File: src/rtl/decode_stage.sv
// Decode stage: splits the instruction word, reads operands with writeback bypass,
// extends imm16, and inserts a one-cycle bubble on a load-use hazard.
module decode_stage #(
  parameter int          HAZARD_EN = 1,
  parameter logic [5:0]  LOAD_OP   = 6'b100011,
  parameter logic [63:0] ZEXT_OPS  = 64'h0
) (
  input  logic        clk,
  input  logic        rst,
  input  logic        enable,
  input  logic        flush,
  input  logic        valid_in,
  input  logic [31:0] pc,
  input  logic [31:0] command,
  output logic [4:0]  rs_addr,
  output logic [4:0]  rt_addr,
  input  logic [31:0] rs_data,
  input  logic [31:0] rt_data,
  input  logic        wb_en,
  input  logic [4:0]  wb_reg,
  input  logic [31:0] wb_data,
  output logic        stall,
  output logic        d_valid,
  output logic [31:0] d_pc,
  output logic [5:0]  d_op,
  output logic [4:0]  d_rd,
  output logic [31:0] d_rs_val,
  output logic [31:0] d_rt_val,
  output logic [31:0] d_imm
);

  typedef struct packed {
    logic [31:0] pc;
    logic [5:0]  op;
    logic [4:0]  rd;
    logic [31:0] rs_val;
    logic [31:0] rt_val;
    logic [31:0] imm;
  } dec_t;

  dec_t        dec_d, dec_q, dec_new;
  logic        vld_d, vld_q;
  logic [5:0]  op;
  logic [4:0]  rd;
  logic [15:0] imm16;
  logic        load_hit;

  // r0 reads as zero even if the writeback port targets it
  function automatic logic [31:0] operand(input logic [4:0] a, input logic [31:0] rf,
                                          input logic we, input logic [4:0] wr,
                                          input logic [31:0] wd);
    if (a == 5'd0)            operand = 32'h0;
    else if (we && (wr == a)) operand = wd;
    else                      operand = rf;
  endfunction

  assign op      = command[31:26];
  assign rd      = command[25:21];
  assign rs_addr = command[20:16];
  assign rt_addr = command[15:11];
  assign imm16   = command[15:0];

  always_comb begin
    dec_new        = '0;
    dec_new.pc     = pc;
    dec_new.op     = op;
    dec_new.rd     = rd;
    dec_new.rs_val = operand(rs_addr, rs_data, wb_en, wb_reg, wb_data);
    dec_new.rt_val = operand(rt_addr, rt_data, wb_en, wb_reg, wb_data);
    dec_new.imm    = ZEXT_OPS[op] ? {16'h0, imm16} : {{16{imm16[15]}}, imm16};
  end

  always_comb begin
    load_hit = (HAZARD_EN != 0) && vld_q && valid_in && (dec_q.op == LOAD_OP) &&
               (dec_q.rd != 5'd0) && ((dec_q.rd == rs_addr) || (dec_q.rd == rt_addr));
    stall    = load_hit && !flush;
  end

  // the bubble inserted on stall clears vld_q, so the hazard cannot repeat
  always_comb begin
    vld_d = vld_q;
    dec_d = dec_q;
    if (enable) begin
      if (flush || stall || !valid_in) begin
        vld_d = 1'b0;
        dec_d = '0;
      end else begin
        vld_d = 1'b1;
        dec_d = dec_new;
      end
    end
  end

  always_ff @(posedge clk or posedge rst) begin
    if (rst) begin
      vld_q <= 1'b0;
      dec_q <= '0;
    end else begin
      vld_q <= vld_d;
      dec_q <= dec_d;
    end
  end

  assign d_valid  = vld_q;
  assign d_pc     = dec_q.pc;
  assign d_op     = dec_q.op;
  assign d_rd     = dec_q.rd;
  assign d_rs_val = dec_q.rs_val;
  assign d_rt_val = dec_q.rt_val;
  assign d_imm    = dec_q.imm;

endmodule

File: config.mk
export PLATFORM = sky130hd
export DESIGN_NAME = decode_stage
export DESIGN_NICKNAME = d
export VERILOG_FILES = /design/src/rtl/decode_stage.sv
export SDC_FILE = /design/constraint.sdc
export NUM_CORES = 1
export LEC_CHECK = 0
export CAP_MARGIN = 20
export CORE_ASPECT_RATIO = 1.4
export CORE_MARGIN = 1.5
export CORE_UTILIZATION = 35
export CTS_BUF_LIST = sky130_fd_sc_hd__clkbuf_4 sky130_fd_sc_hd__clkbuf_8
export CTS_CLUSTER_DIAMETER = 60
export DETAILED_ROUTE_END_ITERATION = 10
export PLACE_DENSITY_LB_ADDON = 0.08
export SLEW_MARGIN = 20
export SYNTH_ARGS = -nofsm -noshare
export SYNTH_HDL_FRONTEND = slang
export SYNTH_SLANG_ARGS = --single-unit
export TNS_END_PERCENT = 50
File: constraint.sdc
create_clock -name clk -period 5.8 [get_ports clk]
set_clock_uncertainty 0.05 [all_clocks]
set_input_delay 1.16 -clock clk [delete_from_list [all_inputs] [get_ports clk]]
set_output_delay 1.16 -clock clk [all_outputs]
set_load 0.01 [all_outputs]
* Word level (Yosys, flattened, before mapping)
Memory sizes are Yosys's and may differ from the RTL's.
Index checks and enable logic that the tools add are counted.
** Word-level totals
- Flip-flop bits (word level) :: 140
- Memory bits (read-only) :: 64
- Input port bits :: 171
- Output and inout port bits :: 151
- Logic and storage cells :: 37
- Memories kept :: 1
** Memory list
- (no name shown) :: words 64, width 1, rd ports 1, clocked after Yosys merged registers in 0, wr ports 0, line 70 : dec_new.imm = ZEXT_OPS[op] ? {16'h0, imm16} : {{16{imm16[15]}}, imm16};
** Cells by class
- Magnitude comparators :: 1
- Eq/ne operators :: 5
- Muxes and demuxes :: 8
- Reduce and logical (&&, ||, !) cells :: 15
** Operators by type and width (count)
- 2-to-1 mux 32 bit :: 5
- 2-to-1 mux 139 bit :: 1
- equality test 5 bit :: 4
- zero test 5 bit :: 2
- logical AND 1 bit :: 7
- less-than comparator 6 x 7 -> 1 bit (second input constant) :: 1
- equality test 6 bit (second input constant) :: 1
- nonzero test 5 bit :: 1
- logical OR 1 bit :: 3
- zero test 1 bit :: 2
- 2-to-1 mux 1 bit :: 2

* Logic depth before layout (Yosys ltp)
- Word-level depth :: 8
- Depth in mapped cells :: 7
- Depth with buffers taken out :: 5

* Worst setup path after synthesis
No wires, ideal clock.
- Path type :: input port to output port
- Start :: input valid_in
- End :: output stall
- Arrival time :: 2.067 ns
- Required time :: 4.590 ns
- Setup slack :: 2.523 ns
- Stages :: 4
- Buffers on the path :: 0
- Cell sequence :: or4b_1 -> a211oi_2 -> nand2_1 -> nor2_1
** Between the ends
- Cells in the longest elaborated chain, start to end :: 5
** Ends and longest elaborated chain
- start, declared :: line 12 : input logic valid_in,
- logical AND 1 bit (3 in a row) :: line 74 : load_hit = (HAZARD_EN != 0) && vld_q && valid_in && (dec_q.op == LOAD_OP) &&
- logical AND 1 bit :: line 75 : (dec_q.rd != 5'd0) && ((dec_q.rd == rs_addr) || (dec_q.rd == rt_addr));
- logical AND 1 bit :: line 76 : stall = load_hit && !flush;
- end, declared :: line 22 : output logic stall,
No other way between the ends.

* Final worst setup path
Same ends and word-level chain as after synthesis.

==> results.yml <==
final_layout:
  final_net_count: 940
  fillers: 1455
  layout-drive-gt1-share: 0.0691
  area_growth_pct: 60.7
timing:
  rsz0062_at_grt: "false"
  worst_slack_ps: 1340
  fin_hold_ws_ps: 462
  clock.fmax_mhz: 224
  maxSlewViolCount: 0
  fin_crit_ps: 4460
  fin_setup_tns_ps: 0
  setup_viol: 0
  tightest_slew_ps: 1110
  hold_viol: 0
  fin_crit_sh: 0.769
  slew_headroom: 0.258
flow_run:
  max_cap_viol_count: 0
run_status:
  outcome: "finished, final reports clean"
clock_network:
  clkSlewWorstSetupHoldPaths_ps: 70
  cts.sinks: 124
  cts_tree: "built"
  ctsResizeCount: 0
  holdBufCountCts: 0
  clock_path_buffers: 2
  root_buffer: "clkbuf_8"
  htreeDepth: 4
  clk_latency_ps: 440
  cts_buffers: 17
  cts_setup_buffers: 0
worst_setup_path:
  cp_slowest_cell: "clkdlybuf4s50_1"
  critPathCaptureType: "output port"
  worstSetupPathType: "input pin to output port"
  r2r_start: "d_op[3]$_DFFE_PP0P_"
  cp.arrival_ps: 3250
  start_kind: "input pin"
  worstPathRequired_ps: 4590
  critical_path.max_stage_delay_ps: 570
  r2r_slack_ps: 3240
  path_cells: "clkdlybuf4s50_1 -> or4b_1 -> a211oi_2 -> nand2_1 -> nor2_1 -> clkdlybuf4s50_1"
  worstSetupEndpoint: "stall"
  crit_fanout: 3
  r2r_cells: 5
  r2r-end: "d_rt_val[6]$_DFFE_PP0P_"
  worstSetupStartpoint: "valid_in"
  crit_path_frequent_cell: "clkdlybuf4s50_1"
global_route:
  top_usage_layer: "met2"
  overflow: 0
  gr-usage-met1: 0.246
  grt_pass1_vias: 5437
  grt_usage: 0.222
  met2_usage: 0.407
  grt_max_degree: 67
  grt_pass1_wl_um: 30000
  antenna_found_initial: 2
  grtUsageMet3: 0.0589
logic_synthesis:
  synthMuxAreaShare: 0.109
  synth_top_family_by_area: "compound AO/OA/AOI/OAI gates"
  synth_xor_area_frac: 0.0297
  syn-cell-area_sq_um: 5900
  synth_cell_types: 26
  async_flop_share: 1.00
  yosys.area_share.adder: 0
  yosys_most_used_dff: "dfrtp_1"
  synthDominantCellAreaShare: 0.526
  synth-simple-area-share: 0.0172
  synth_edf_count: 0
  syn_area_per_cell_sq_um: 12.1
  synth_compound_gate_area_share: 0.198
  syn_inst: 487
  synth_seq_cells: 124
  yosys-top-cells-area: "dfrtp_1, mux2i_1, a22o_1, o32ai_1, inv_1"
  syn_nets: 658
  ys_seq_area_frac: 0.526
  yosys_warnings: 0
  synth_top_area_cell: "dfrtp_1"
worst_hold_path:
  holdCritStartpoint: "d_pc[0]$_DFFE_PP0P_"
  min_path_type: "flip-flop to flip-flop"
detailed_routing:
  drt_iter0_markers: 276
  first_pass_iters: 4
  totalWireLength_um: 19900
  routedWlPerCell_um: 20.1
  vias: 5049
  via_per_inst: 5.12
  drt.antenna.violating_nets: 0
  drc_errors: 0
power_and_ir_drop:
  total_power_mw: 2.31
  p_switching_mw: 0.575
  swShare: 0.248
  seqPwrFrac: 0.410
  pwr-share-clk: 0.401
  p_int_mw: 1.74
  ir_drop_mv: 0.138
  power.leakage_nw: 3.77
  p_comb_frac: 0.189
  p_per_area_nw_per_um2: 244
die:
  die_w_um: 113
  num_rows: 56
  core_region_area_sq_um: 16600
  ios: 322
  die_y_um: 157
  die_area_sq_um: 17600
  start_util: 0.355
place:
  dpl_worst_slack_ps: 1370
  gp_congestion: 0.824
  port_buffers: 321
  hpwl_um: 14300
[synthesized netlist by cell type (4+ instances only)]
master / n
dfrtp_1: 124
xor2_1: 8
buf_6: 13
xnor2_1: 12
mux2i_1: 64
inv_1: 65
nand2_1: 4
o32ai_1: 59
nor2_1: 4
a22o_1: 59
o32ai_2: 5
buf_2: 7
buf_4: 28
clkbuf_1: 18
[power by group through the flow]
stage | Combinational (mW) | Sequential [mW] | Clock [mW]
finish | 0.437 | 0.948 | 0.928
global route | 0.467 | 0.955 | 0.990
CTS | 0.443 | 0.949 | 0.948
detailed placement | 0.441 | 0.964 | 0
global placement | 0.436 | 0.963 | 0
floorplan | 0.148 | 0.983 | 0
[worst min path at each step]
stage / slack, ps / depth (start not counted) / endpoint
global route: 480 / 1 / d_pc[25]$_DFFE_PP0P_
detailed placement: 450 / 1 / d_pc[29]$_DFFE_PP0P_
finish: 460 / 1 / d_pc[0]$_DFFE_PP0P_
floorplan: 490 / 1 / d_valid$_DFFE_PP0P_
global placement: 440 / 1 / d_pc[12]$_DFFE_PP0P_
CTS: 470 / 1 / d_pc[15]$_DFFE_PP0P_
[cells by family after synthesis]
group                     count (synthesis)
AOI/OAI and AO/OA                       128
and+or+nand+nor                          19
muxes                                    64
buffers and inverters                   132
DFF                                     124
xor gates and xnor gates                 20
[layer usage]
| layer | wire length [um] | vias up |
|---|---|---|
| met2 | 10600 | 208 |
| met4 | 337 | 0 |
| met1 | 7640 | 2496 |
| met5 | 0 | - |
| met3 | 1320 | 23 |
| li1 | - | 2322 |
[stage by stage]
step / utilization / cell area (sq um) / cells
floorplan: - / 5900 / 487
global placement: 0.541 / 8980 / 953
detailed placement: 0.541 / 8980 / 953
CTS: 0.570 / 9470 / 984
global route: 0.571 / 9470 / 987
finish: 0.571 / 9470 / 987
[area by class of cell]
type | instances | area (sq um) | share of cell area
Tap cell | 203 | 254 | 0.0268
Sequential cell | 124 | 3100 | 0.328
Multi-Input combinational cell | 231 | 2110 | 0.223
Antenna cell | 3 | 7.51 | 0.000792
Timing Repair Buffer | 329 | 3270 | 0.345
Clock buffer | 18 | 241 | 0.0255
Clock inverter | 13 | 240 | 0.0254
Inverter | 66 | 250 | 0.0264
[sequential cells by signal, summed over array words and instances, names as in the netlist]
| name | count |
|---|---|
| d_imm | 16 |
| d_op | 6 |
| d_pc | 32 |
| d_rd | 5 |
| d_rs_val | 32 |
| d_rt_val | 32 |
| d_valid | 1 |
[layout by cell type (no fill, tap or decap), types with 6 or more instances in the layout]
cell type / synthesis / routed
clkdlybuf4s50_1: 0 / 320
dfrtp_1: 124 / 124
mux2i_1: 64 / 64
inv_1: 65 / 64
a22o_1: 59 / 59
o32ai_1: 59 / 59
clkbuf_8: 0 / 17
xnor2_1: 12 / 12
xor2_1: 8 / 8
buf_4: 28 / 8
bufinv_16: 0 / 6
[critical path: cells and delay by family]
kind	cells	cell delay [ps]
AO/OA/AOI/OAI	1	360
buffers and inverters	2	1060
AND/OR/NAND/NOR	3	680
(Power assumes the default switching activity.)
